===== config.mk =====
export PLATFORM = sky130hd
export DESIGN_NAME = vga_stream_out
export DESIGN_NICKNAME = d
export VERILOG_FILES = /design/src/rtl/vga_timing_pkg.sv /design/src/rtl/vga_timing_counter.sv /design/src/rtl/vga_stream_out.sv
export SDC_FILE = /design/constraint.sdc
export NUM_CORES = 1
export LEC_CHECK = 0
export CAP_MARGIN = 20
export CORE_UTILIZATION = 45
export DETAILED_ROUTE_END_ITERATION = 10
export GPL_TIMING_DRIVEN = 0
export PLACE_DENSITY = 0.75
export SYNTH_ARGS = -nofsm -noshare
export SYNTH_HDL_FRONTEND = slang
export SYNTH_SLANG_ARGS = --single-unit

===== constraint.sdc =====
create_clock -name clk_clk -period 2.11 [get_ports clk_clk]
set_input_delay 0.633 -clock clk_clk [delete_from_list [all_inputs] [get_ports clk_clk]]
set_output_delay 0.633 -clock clk_clk [all_outputs]
set_load 0.01 [all_outputs]

===== src/rtl/vga_timing_pkg.sv =====
// Default 640x480@60 VGA timing constants and the stream FSM state type
// shared by vga_stream_out and its timing counter.
package vga_timing_pkg;

  localparam int CNT_W = 10;

  localparam int H_ACTIVE_DEF = 640;
  localparam int H_FP_DEF     = 16;
  localparam int H_SYNC_DEF   = 96;
  localparam int H_BP_DEF     = 48;
  localparam int V_ACTIVE_DEF = 480;
  localparam int V_FP_DEF     = 10;
  localparam int V_SYNC_DEF   = 2;
  localparam int V_BP_DEF     = 33;

  function automatic int line_total(input int active, input int fp, input int sync,
                                    input int bp);
    return active + fp + sync + bp;
  endfunction

  localparam int H_TOTAL_DEF      = line_total(H_ACTIVE_DEF, H_FP_DEF, H_SYNC_DEF, H_BP_DEF);
  localparam int V_TOTAL_DEF      = line_total(V_ACTIVE_DEF, V_FP_DEF, V_SYNC_DEF, V_BP_DEF);
  localparam int H_SYNC_START_DEF = H_ACTIVE_DEF + H_FP_DEF;
  localparam int H_SYNC_END_DEF   = H_SYNC_START_DEF + H_SYNC_DEF;
  localparam int V_SYNC_START_DEF = V_ACTIVE_DEF + V_FP_DEF;
  localparam int V_SYNC_END_DEF   = V_SYNC_START_DEF + V_SYNC_DEF;

  typedef enum logic {
    WAIT = 1'b0,
    RUN  = 1'b1
  } state_e;

endpackage


===== src/rtl/vga_timing_counter.sv =====
// Free-running horizontal/vertical raster counters with combinational
// active-area, sync and frame-origin decodes.
module vga_timing_counter
  import vga_timing_pkg::*;
#(
  parameter int H_ACTIVE = H_ACTIVE_DEF,
  parameter int H_FP     = H_FP_DEF,
  parameter int H_SYNC   = H_SYNC_DEF,
  parameter int H_BP     = H_BP_DEF,
  parameter int V_ACTIVE = V_ACTIVE_DEF,
  parameter int V_FP     = V_FP_DEF,
  parameter int V_SYNC   = V_SYNC_DEF,
  parameter int V_BP     = V_BP_DEF
) (
  input  logic             clk_i,
  input  logic             rst_ni,
  output logic [CNT_W-1:0] h_cnt_o,
  output logic [CNT_W-1:0] v_cnt_o,
  output logic             active_o,
  output logic             hs_n_o,
  output logic             vs_n_o,
  output logic             frame_start_o
);

  localparam logic [CNT_W-1:0] H_MAX    = CNT_W'(line_total(H_ACTIVE, H_FP, H_SYNC, H_BP) - 1);
  localparam logic [CNT_W-1:0] V_MAX    = CNT_W'(line_total(V_ACTIVE, V_FP, V_SYNC, V_BP) - 1);
  localparam logic [CNT_W-1:0] H_ACT    = CNT_W'(H_ACTIVE);
  localparam logic [CNT_W-1:0] V_ACT    = CNT_W'(V_ACTIVE);
  localparam logic [CNT_W-1:0] HS_START = CNT_W'(H_ACTIVE + H_FP);
  localparam logic [CNT_W-1:0] HS_END   = CNT_W'(H_ACTIVE + H_FP + H_SYNC);
  localparam logic [CNT_W-1:0] VS_START = CNT_W'(V_ACTIVE + V_FP);
  localparam logic [CNT_W-1:0] VS_END   = CNT_W'(V_ACTIVE + V_FP + V_SYNC);

  logic [CNT_W-1:0] h_cnt_q, h_cnt_d;
  logic [CNT_W-1:0] v_cnt_q, v_cnt_d;
  logic             h_wrap;

  always_comb begin
    h_wrap  = (h_cnt_q == H_MAX);
    h_cnt_d = h_wrap ? '0 : h_cnt_q + 1'b1;
    v_cnt_d = v_cnt_q;
    if (h_wrap) begin
      v_cnt_d = (v_cnt_q == V_MAX) ? '0 : v_cnt_q + 1'b1;
    end
  end

  always_ff @(posedge clk_i or negedge rst_ni) begin
    if (!rst_ni) begin
      h_cnt_q <= '0;
      v_cnt_q <= '0;
    end else begin
      h_cnt_q <= h_cnt_d;
      v_cnt_q <= v_cnt_d;
    end
  end

  assign h_cnt_o       = h_cnt_q;
  assign v_cnt_o       = v_cnt_q;
  assign active_o      = (h_cnt_q < H_ACT) && (v_cnt_q < V_ACT);
  assign hs_n_o        = !((h_cnt_q >= HS_START) && (h_cnt_q < HS_END));
  assign vs_n_o        = !((v_cnt_q >= VS_START) && (v_cnt_q < VS_END));
  assign frame_start_o = (h_cnt_q == '0) && (v_cnt_q == '0);

endmodule


===== src/rtl/vga_stream_out.sv =====
// Avalon-ST 12-bit RGB pixel stream to VGA conduit: locks to sop at the raster
// origin, blanks any frame with underflow or framing errors and relocks next frame.
module vga_stream_out
  import vga_timing_pkg::*;
#(
  parameter int H_ACTIVE = H_ACTIVE_DEF,
  parameter int H_FP     = H_FP_DEF,
  parameter int H_SYNC   = H_SYNC_DEF,
  parameter int H_BP     = H_BP_DEF,
  parameter int V_ACTIVE = V_ACTIVE_DEF,
  parameter int V_FP     = V_FP_DEF,
  parameter int V_SYNC   = V_SYNC_DEF,
  parameter int V_BP     = V_BP_DEF
) (
  input  logic        clk_clk,
  input  logic        reset_reset_n,
  input  logic [11:0] in_data,
  input  logic        in_valid,
  input  logic        in_sop,
  input  logic        in_eop,
  output logic        in_ready,
  output logic        vga_out_CLK,
  output logic        vga_out_HS,
  output logic        vga_out_VS,
  output logic        vga_out_BLANK,
  output logic        vga_out_SYNC,
  output logic [3:0]  vga_out_R,
  output logic [3:0]  vga_out_G,
  output logic [3:0]  vga_out_B,
  input  logic        stat_clear,
  output logic        stat_underflow,
  output logic        stat_frame_err,
  output logic        frame_start
);

  localparam logic [CNT_W-1:0] H_LAST = CNT_W'(H_ACTIVE - 1);
  localparam logic [CNT_W-1:0] V_LAST = CNT_W'(V_ACTIVE - 1);

  logic [CNT_W-1:0] h_cnt, v_cnt;
  logic             active, hs_n, vs_n, origin, last;

  vga_timing_counter #(
    .H_ACTIVE (H_ACTIVE), .H_FP (H_FP), .H_SYNC (H_SYNC), .H_BP (H_BP),
    .V_ACTIVE (V_ACTIVE), .V_FP (V_FP), .V_SYNC (V_SYNC), .V_BP (V_BP)
  ) u_timing (
    .clk_i         (clk_clk),
    .rst_ni        (reset_reset_n),
    .h_cnt_o       (h_cnt),
    .v_cnt_o       (v_cnt),
    .active_o      (active),
    .hs_n_o        (hs_n),
    .vs_n_o        (vs_n),
    .frame_start_o (origin)
  );

  assign last = (h_cnt == H_LAST) && (v_cnt == V_LAST);

  state_e      state_q, state_d;
  logic        ready, show, uf_set, fe_set;
  logic        hs_q, vs_q, blank_q, fs_q;
  logic        uf_q, uf_d, fe_q, fe_d;
  logic [11:0] rgb_q, rgb_d;

  // In WAIT a sop is held off until the origin so it lines up with (0,0);
  // anything else is drained. In RUN the stream is consumed only when visible.
  always_comb begin
    state_d = state_q;
    ready   = 1'b0;
    show    = 1'b0;
    uf_set  = 1'b0;
    fe_set  = 1'b0;
    unique case (state_q)
      WAIT: begin
        ready = origin | ~in_sop;
        if (origin && in_valid && in_sop) begin
          show    = 1'b1;
          state_d = RUN;
        end
      end
      RUN: begin
        ready = active;
        if (active) begin
          if (!in_valid) begin
            uf_set  = 1'b1;
            state_d = WAIT;
          end else if ((in_sop && !origin) || (in_eop != last)) begin
            fe_set  = 1'b1;
            state_d = WAIT;
          end else begin
            show = 1'b1;
          end
        end
      end
      default: state_d = WAIT;
    endcase
  end

  assign rgb_d = show ? in_data : 12'h000;
  assign uf_d  = uf_set | (uf_q & ~stat_clear);
  assign fe_d  = fe_set | (fe_q & ~stat_clear);

  always_ff @(posedge clk_clk or negedge reset_reset_n) begin
    if (!reset_reset_n) begin
      state_q <= WAIT;
      hs_q    <= 1'b1;
      vs_q    <= 1'b1;
      blank_q <= 1'b0;
      rgb_q   <= 12'h000;
      uf_q    <= 1'b0;
      fe_q    <= 1'b0;
      fs_q    <= 1'b0;
    end else begin
      state_q <= state_d;
      hs_q    <= hs_n;
      vs_q    <= vs_n;
      blank_q <= active;
      rgb_q   <= rgb_d;
      uf_q    <= uf_d;
      fe_q    <= fe_d;
      fs_q    <= origin;
    end
  end

  // Gated by reset so the source sees no handshake while the block is held.
  assign in_ready       = ready & reset_reset_n;
  assign vga_out_CLK    = ~clk_clk;
  assign vga_out_HS     = hs_q;
  assign vga_out_VS     = vs_q;
  assign vga_out_BLANK  = blank_q;
  assign vga_out_SYNC   = 1'b0;
  assign vga_out_R      = rgb_q[11:8];
  assign vga_out_G      = rgb_q[7:4];
  assign vga_out_B      = rgb_q[3:0];
  assign stat_underflow = uf_q;
  assign stat_frame_err = fe_q;
  assign frame_start    = fs_q;

endmodule


* Yosys cells after proc, flatten, opt, wreduce, memory -nomap -nowiden
Cells that the tools add are included.
** Storage, ports and cells
- Flip-flop bits (word level) :: 39
- Input port bits :: 18
- Output and inout bits :: 21
- Word-level logic and storage cells :: 65
** Operators by class
- $add $sub $neg :: 2
- Order comparisons :: 6
- Equal/unequal tests :: 5
- Mux-type cells :: 18
- Bitwise gates (word level) :: 10
- Reduce and logical (&&, ||, !) cells :: 14
** Operators with widths (number)
- == test 10 bit (second input constant) :: 3
- adder 10 x 1 -> 10 bit (second input constant) :: 2
- zero test 10 bit :: 2
- less-than comparator 10 bit (second input constant) :: 2
- less-than comparator 10 x 9 -> 1 bit (second input constant) :: 2
- two-way mux 10 bit :: 2
- two-way mux 1 bit :: 12
- two-way mux 12 bit :: 1
- == test 10 x 9 -> 1 bit (second input constant) :: 1
- greater-or-equal comparator 10 bit (second input constant) :: 1
- greater-or-equal comparator 10 x 9 -> 1 bit (second input constant) :: 1
- logical AND 1 bit :: 8
- case mux 1 bit (2 select lines) :: 3
- inverter 1 bit :: 4
- AND 1 bit :: 3
- zero test 1 bit :: 3
- bitwise OR 1 bit :: 3
- logical OR 1 bit :: 1
- inequality test 1 bit :: 1

* Depth between registers and ports, before layout
Gate-level depths: netlist of the first run.
- Word-level depth :: 10
- Mapped depth :: 8
- Depth with buffers taken out :: 7

* Modules after synthesis
From an unflattened synthesis of the first run, not the netlist that was laid out.
** Unflattened totals
- Cell total of the unflattened synthesis :: 177
- Area, all modules :: 1946.9 um^2
** By module, submodules not included
- vga_timing_counter :: times used 1, cells each 116, area each 1166.1 um^2, sequential area each 500.5 um^2
- vga_stream_out :: times used 1, cells each 61, area each 780.7 um^2, sequential area each 478.0 um^2

==> results of run 1 <==
[power breakdown]
part / leakage (nW) / switching, mW / internal (mW)
Clock: 0.0829 / 0.302 / 0.478
Sequential: 0.510 / 0.000000000000000191 / 0.748
Combinational: 0.611 / 0.0268 / 0.0375
Total: 1.20 / 0.329 / 1.26
[cells by family (layout without fill, tap and decap cells)]
logic type	count (synthesis)	in the layout	synth area share, %
compound gates	32	32	12.0
simple gates	67	67	21.0
flops	39	39	53.4
fa+ha+maj	4	4	2.73
other cells	1	1	0.205
mux	1	1	0.546
xor+xnor	12	12	5.74
buf+inv	17	84	4.30
[through the flow]
| stage | TNS (ns) | power (mW) | std cells |
|---|---|---|---|
| after CTS | -0.404 | 1.61 | 277 |
| final | -0.430 | 1.59 | 288 |
| after floorplan | 0 | 0.791 | 173 |
| after detailed placement | -3.42 | 0.877 | 258 |
| after global routing | -0.536 | 1.66 | 288 |
| after global placement | -19.77 | 0.876 | 258 |
[timing repair]
action / in CTS / in global routing
setup endpoints to repair: 16 / 16
resized for setup: 33 / 11
buffers inserted: 11 / 11
hold endpoints to repair: 0 / 0
pin swaps: 8 / 6
cloned: 1 / 0
[worst max path at each step]
stage	startpoint	to	cells past startpoint
2_1_floorplan	u_timing.v_cnt_o[1]	in_ready	7
3_3_place_gp	reset_reset_n	in_ready	3
3_5_place_dp	reset_reset_n	in_ready	3
4_1_cts	u_timing.v_cnt_o[0]	in_ready	8
5_1_grt	u_timing.h_cnt_o[7]	in_ready	7
6_report	u_timing.h_cnt_o[3]	in_ready	6
[placed cells by master (no fill, tap or decap), types with 2 or more instances in the layout]
cell,instances
a21boi_0,9
a21boi_1,4
a21oi_1,2
and3_1,4
buf_2,2
buf_4,23
buf_6,3
clkbuf_1,2
clkbuf_16,2
clkbuf_8,6
clkdlybuf4s50_1,34
dfrtp_1,31
dfrtp_2,6
dfstp_2,2
ha_1,2
inv_1,9
inv_2,2
nand2_1,14
nand3_1,7
nand4_1,5
nor2_1,10
nor2b_1,3
nor3_4,2
nor4_1,2
nor4_2,2
nor4_4,2
o21ai_0,6
o22ai_1,2
o31ai_1,2
xnor2_1,4
xor2_1,8
[layout make-up]
class                           instances  area [sq um]
Clock inverter                          1          3.75
Buffer                                  5          43.8
Tap cell                               48          60.1
Inverter                               10          37.5
Multi-Input combinational cell        117           881
Fill cell                             263          1100
Clock buffer                           11           153
Sequential cell                        39           986
Timing Repair Buffer                   57           508
[state kept, by name, indices dropped and copies added (netlist names)]
signal / flops
state_q: 1
stat_frame_err: 1
frame_start: 1
stat_underflow: 1
vga_out_BLANK: 1
rgb_q: 12
u_timing.v_cnt_o: 10
vga_out_HS: 1
u_timing.h_cnt_o: 10
vga_out_VS: 1
[routing by layer]
layer  vias up  wire length [um]
li1        737                 -
met1       756              1710
met2        56              2430
met3         7               268
met4         0                51
met5         -                 0
[worst reg2reg max path, delay by kind of cell, from the launching register on]
family | cells | cell delay (ns)
adders and majority gates | 1 | 0.15
and+or+nand+nor | 3 | 0.61
DFF | 1 | 0.36
AOI/OAI and AO/OA | 1 | 0.18
buffers and inverters | 3 | 0.39
muxes | 1 | 0.32
==> impl_metrics.ini, run 1 <==
[run_status]
status = finished with violations
violations = setup timing

[sta]
fin_ws_ns = -0.325
whs_ns = 0.290
min_period_ns = 2.44
maxSlewViolCount = 0
setup_viol = 2
period_share_pct = 115
hold_viol_final = 0
rsz0062_at_grt = true
worstMarginPinSlew_ns = 0.837
relSlewSlack_pct = 44.2
finalClockSkew_ns = 0.199
clock.fmax_ghz = 0.411

[critical_path]
cp_cell_sequence = nor4_1 -> nand3b_1 -> nor3_4 -> o21ai_1 -> a21boi_1 -> buf_2
cp.buffers_inverters = 1
cp-end-kind = output port
rr_startpoint = u_timing.h_cnt_o[1]
regToRegSetupSlack_ns = 0.03
critical_path.max_stage_delay_ns = 0.45
cp.arrival_ns = 1.80
cp.required_ns = 1.48
slowest_stage = dfrtp_2
path_delay_family = simple AND/OR/NAND/NOR gates
reg2reg_depth = 9
start_kind = flop
r2r_end = stat_frame_err
cp_max_fo = 6
path_class = reg2out

[grt]
met3_usage_pct = 7.76
top_usage_layer = met2
overflow = 0
grt_pass1_wl_um = 6950
antenna_found_initial = 0
grt_util_met1_pct = 23.3
grt.total_usage_pct = 21.7
grt_use_met2_pct = 38.9
grt_max_degree = 41
grt_pass1_vias = 1555

[finish]
diodes = 0
drive_above_1_share_pct = 27.1
fin_nets = 261
syn_to_final_growth_pct = 45.9
design_area_sq_um = 2670
post-route-util_pct = 70.9

[yosys]
netlist_area_sq_um = 1830
synth.avg_cell_area_sq_um = 10.6
ys_warn_count = 0
yosysUniqueCellTypes = 43
synth_edf_count = 0
synth_cells = 173
ys_seq_area_share_pct = 53.4
yosys.area.top_type = dfrtp_1
ys.flop_type = dfrtp_1
synth_most_common_cell = dfrtp_1
synth.top_cell.area_share_pct = 50.5
ys_seq_elements = 39
syn_nets = 195
synth_common_cells = 37 x dfrtp_1, 15 x nand2_1, 13 x a21boi_0, 11 x inv_1, 11 x nor2_1
synthTopCellsByArea = dfrtp_1 51%, a21boi_0 5.3%, xor2_1 3.8%, nand2_1 3.1%, dfstp_2 2.9%
async_flop_share_pct = 100

[placement]
io_buffers = 37
pre_cts_ws_ns = -0.673
gp_congestion = 0.848
post-dp-hpwl_um = 2920
place_area_sq_um = 2260

[floorplan]
die_area_sq_um = 4330
io_pins = 39
die_h_um = 65.8
rows = 22
fp.coreArea_sq_um = 3770
initial_utilization_pct = 48.6
dieWidth_um = 65.8

[clock_network]
cts_tree = built
worstSkewPairLatency_ns = 0.46
cts_buffers = 5
ctsHoldBuffers = 0
h-tree-depth = 2
ctsLongestPathBuffers = 2
cts-root-buf = clkbuf_8
path_clk_slew_ns = 0.04

[job]
cap_violations = 0

[route]
num_vias = 1556
vias_per_cell = 5.40
finalWirelength_um = 4460
drtAntennaViolNets = 0
drtPass1Iterations = 4
route.detailed.drc = 0
drtIter0Drc = 108
routedWlPerCell_um = 15.5

[pwr]
powerDensity_nw_per_um2 = 596
power_leakage_nw = 1.20
peakVddDrop_v = 0.000556

[worst_hold_path]
hold_class = in2async
(Power assumes the default switching activity.)
==> run 2: changes to the inputs <==
--- a/config.mk
+++ b/config.mk
@@ -10,6 +10,7 @@
 export DETAILED_ROUTE_END_ITERATION = 10
 export GPL_TIMING_DRIVEN = 0
 export PLACE_DENSITY = 0.75
+export REMOVE_ABC_BUFFERS = 1
 export SYNTH_ARGS = -nofsm -noshare
 export SYNTH_HDL_FRONTEND = slang
 export SYNTH_SLANG_ARGS = --single-unit
==> impl_metrics.ini, run 2 (synthesis results as in run 1) <==
[run_status]
status = finished with violations
violations = setup timing

[sta]
setup_viol = 2
finalClockSkew_ns = 0.298
fin_ws_ns = -0.343
worstMarginPinSlew_ns = 0.508
rsz0062_at_grt = true
hold_viol_final = 0
relSlewSlack_pct = 66.1
maxSlewViolCount = 0
fin_tns_setup_ns = -0.636

[grt]
antenna_found_initial = 0
grt_util_met1_pct = 26.7
grt_pass1_wl_um = 7250
grt_use_met2_pct = 38.4
grt_max_degree = 41
overflow = 0
met3_usage_pct = 6.03
grt_pass1_vias = 1591
top_usage_layer = met2
grt.total_usage_pct = 22.6

[critical_path]
rr_startpoint = u_timing.h_cnt_o[6]
start_kind = clock port
critical_path.max_stage_delay_ns = 0.14
cp.buffers_inverters = 7
cp_max_fo = 5
regToRegSetupSlack_ns = 0.09
cp.arrival_ns = 1.82
slowest_stage = clkbuf_16
reg2reg_depth = 6
cp_cell_sequence = clkbuf_16 -> buf_4 -> clkbuf_16 -> buf_4 -> buf_6 -> inv_2 -> buf_6
cp.required_ns = 1.48
path_class = clk2out
path_delay_family = buffers and inverters
r2r_end = u_timing.v_cnt_o[7]
cp-end-kind = output port

[finish]
final_cell_mix = 34 x dfrtp_1, 29 x clkdlybuf4s50_1, 25 x buf_4, 13 x nand2_1, 11 x nor2_1
stdcell_count = 287
regMostFlops = rgb_q
diodes = 0
fin_nets = 260
drive_above_1_share_pct = 27.2
largest_register_ffs = 12
layout_commonest_cell = dfrtp_1
syn_to_final_growth_pct = 47.6

[placement]
gp_congestion = 0.803
post-dp-hpwl_um = 2730
place_inst = 252
io_buffers = 37

[pwr]
netSwitchingFraction_pct = 22.4
powerDensity_nw_per_um2 = 614
power_switching_mw = 0.372
power_leakage_nw = 1.30
pwr-share-seq_pct = 45.0
intPower_mw = 1.29
power_mw = 1.66
peakVddDrop_v = 0.000505
clock_power_share_pct = 51.5
combPwrFrac_pct = 3.5

[route]
vias_per_cell = 5.34
drtPass1Iterations = 4
finalWirelength_um = 4410
num_vias = 1532
route.detailed.drc = 0
drtIter0Drc = 68
drtAntennaViolNets = 0
routedWlPerCell_um = 15.4

[floorplan]
rows = 22
initial_utilization_pct = 48.6
die_h_um = 65.8
dieWidth_um = 65.8
io_pins = 39
die_area_sq_um = 4330
fp.coreArea_sq_um = 3770

[clock_network]
worstSkewPairLatency_ns = 0.57
h-tree-depth = 2
cts_tree = built
ctsLongestPathBuffers = 2
ctsHoldBuffers = 0
cts_buffers = 5
path_clk_slew_ns = 0.07
cts-root-buf = clkbuf_8

[job]
cap_violations = 0

[worst_hold_path]
hold_class = in2async
## run 2: cell type report
class | count | area (sq um)
fillers | 247 | 1070
clock buffers | 12 | 158
flip-flops and latches | 39 | 982
clock inverters | 3 | 13.8
repair buffers | 58 | 538
multi-input cells | 117 | 915
inverters | 10 | 37.5
well taps | 48 | 60.1
## run 2: per-stage QoR
stage | area, sq um | utilization [%] | hold WS [ns] | setup WS, ns
floorplan | 1790 | - | 0.337 | -0.140
detailed placement | 2220 | 58.9 | 0.483 | -0.919
global route | 2700 | 71.7 | 0.0732 | -0.439
CTS | 2530 | 67.2 | 0.231 | -0.262
global placement | 2220 | 59.0 | 0.478 | -1.69
finish | 2700 | 71.7 | 0.0414 | -0.343
## run 2: metal layers
| layer | wire length (um) | vias up |
|---|---|---|
| met3 | 214 | 9 |
| li1 | - | 735 |
| met4 | 80 | 0 |
| met5 | 0 | - |
| met2 | 2220 | 40 |
| met1 | 1900 | 748 |
## run 2: repair_timing
| action | in CTS | in global routing |
|---|---|---|
| resized for setup | 34 | 20 |
| setup endpoints to repair | 18 | 20 |
| pin swaps | 6 | 8 |
| buffers inserted | 15 | 13 |
## run 2: worst reg2reg max path: cells and delay by family (launching register included)
| family | cells | cell delay [ns] |
|---|---|---|
| and+or+nand+nor | 4 | 1.19 |
| DFF | 1 | 0.41 |
| xor gates and xnor gates | 1 | 0.18 |
| buffers and inverters | 1 | 0.16 |
## run 2: worst max-delay path by stage
| stage | start | endpoint | slack [ns] | depth (start not counted) |
|---|---|---|---|---|
| 6_report | clk_clk | vga_out_CLK | -0.34 | 7 |
| 5_1_grt | u_timing.v_cnt_o[1] | in_ready | -0.44 | 8 |
| 4_1_cts | u_timing.v_cnt_o[1] | in_ready | -0.26 | 8 |
| 3_5_place_dp | u_timing.v_cnt_o[1] | in_ready | -0.92 | 8 |
| 3_3_place_gp | reset_reset_n | in_ready | -1.69 | 3 |
| 2_1_floorplan | u_timing.v_cnt_o[1] | in_ready | -0.14 | 7 |
## run 2: power groups by stage
stage / Clock, mW / Combinational, mW / Sequential, mW
after floorplan: 0.0186 / 0.00944 / 0.762
after global placement: 0.0548 / 0.0579 / 0.762
after detailed placement: 0.0548 / 0.0585 / 0.762
after CTS: 0.726 / 0.0591 / 0.747
after global routing: 0.916 / 0.0649 / 0.747
final: 0.855 / 0.0588 / 0.747
==> run 3: changes to the inputs <==
--- a/config.mk
+++ b/config.mk
@@ -10,6 +10,7 @@
 export DETAILED_ROUTE_END_ITERATION = 10
 export GPL_TIMING_DRIVEN = 0
 export PLACE_DENSITY = 0.75
+export RECOVER_POWER = 25
 export REMOVE_ABC_BUFFERS = 1
 export SYNTH_ARGS = -nofsm -noshare
 export SYNTH_HDL_FRONTEND = slang
==> results of run 3 <==
The final DEF is identical to that of run 2; final timing and power are the same.
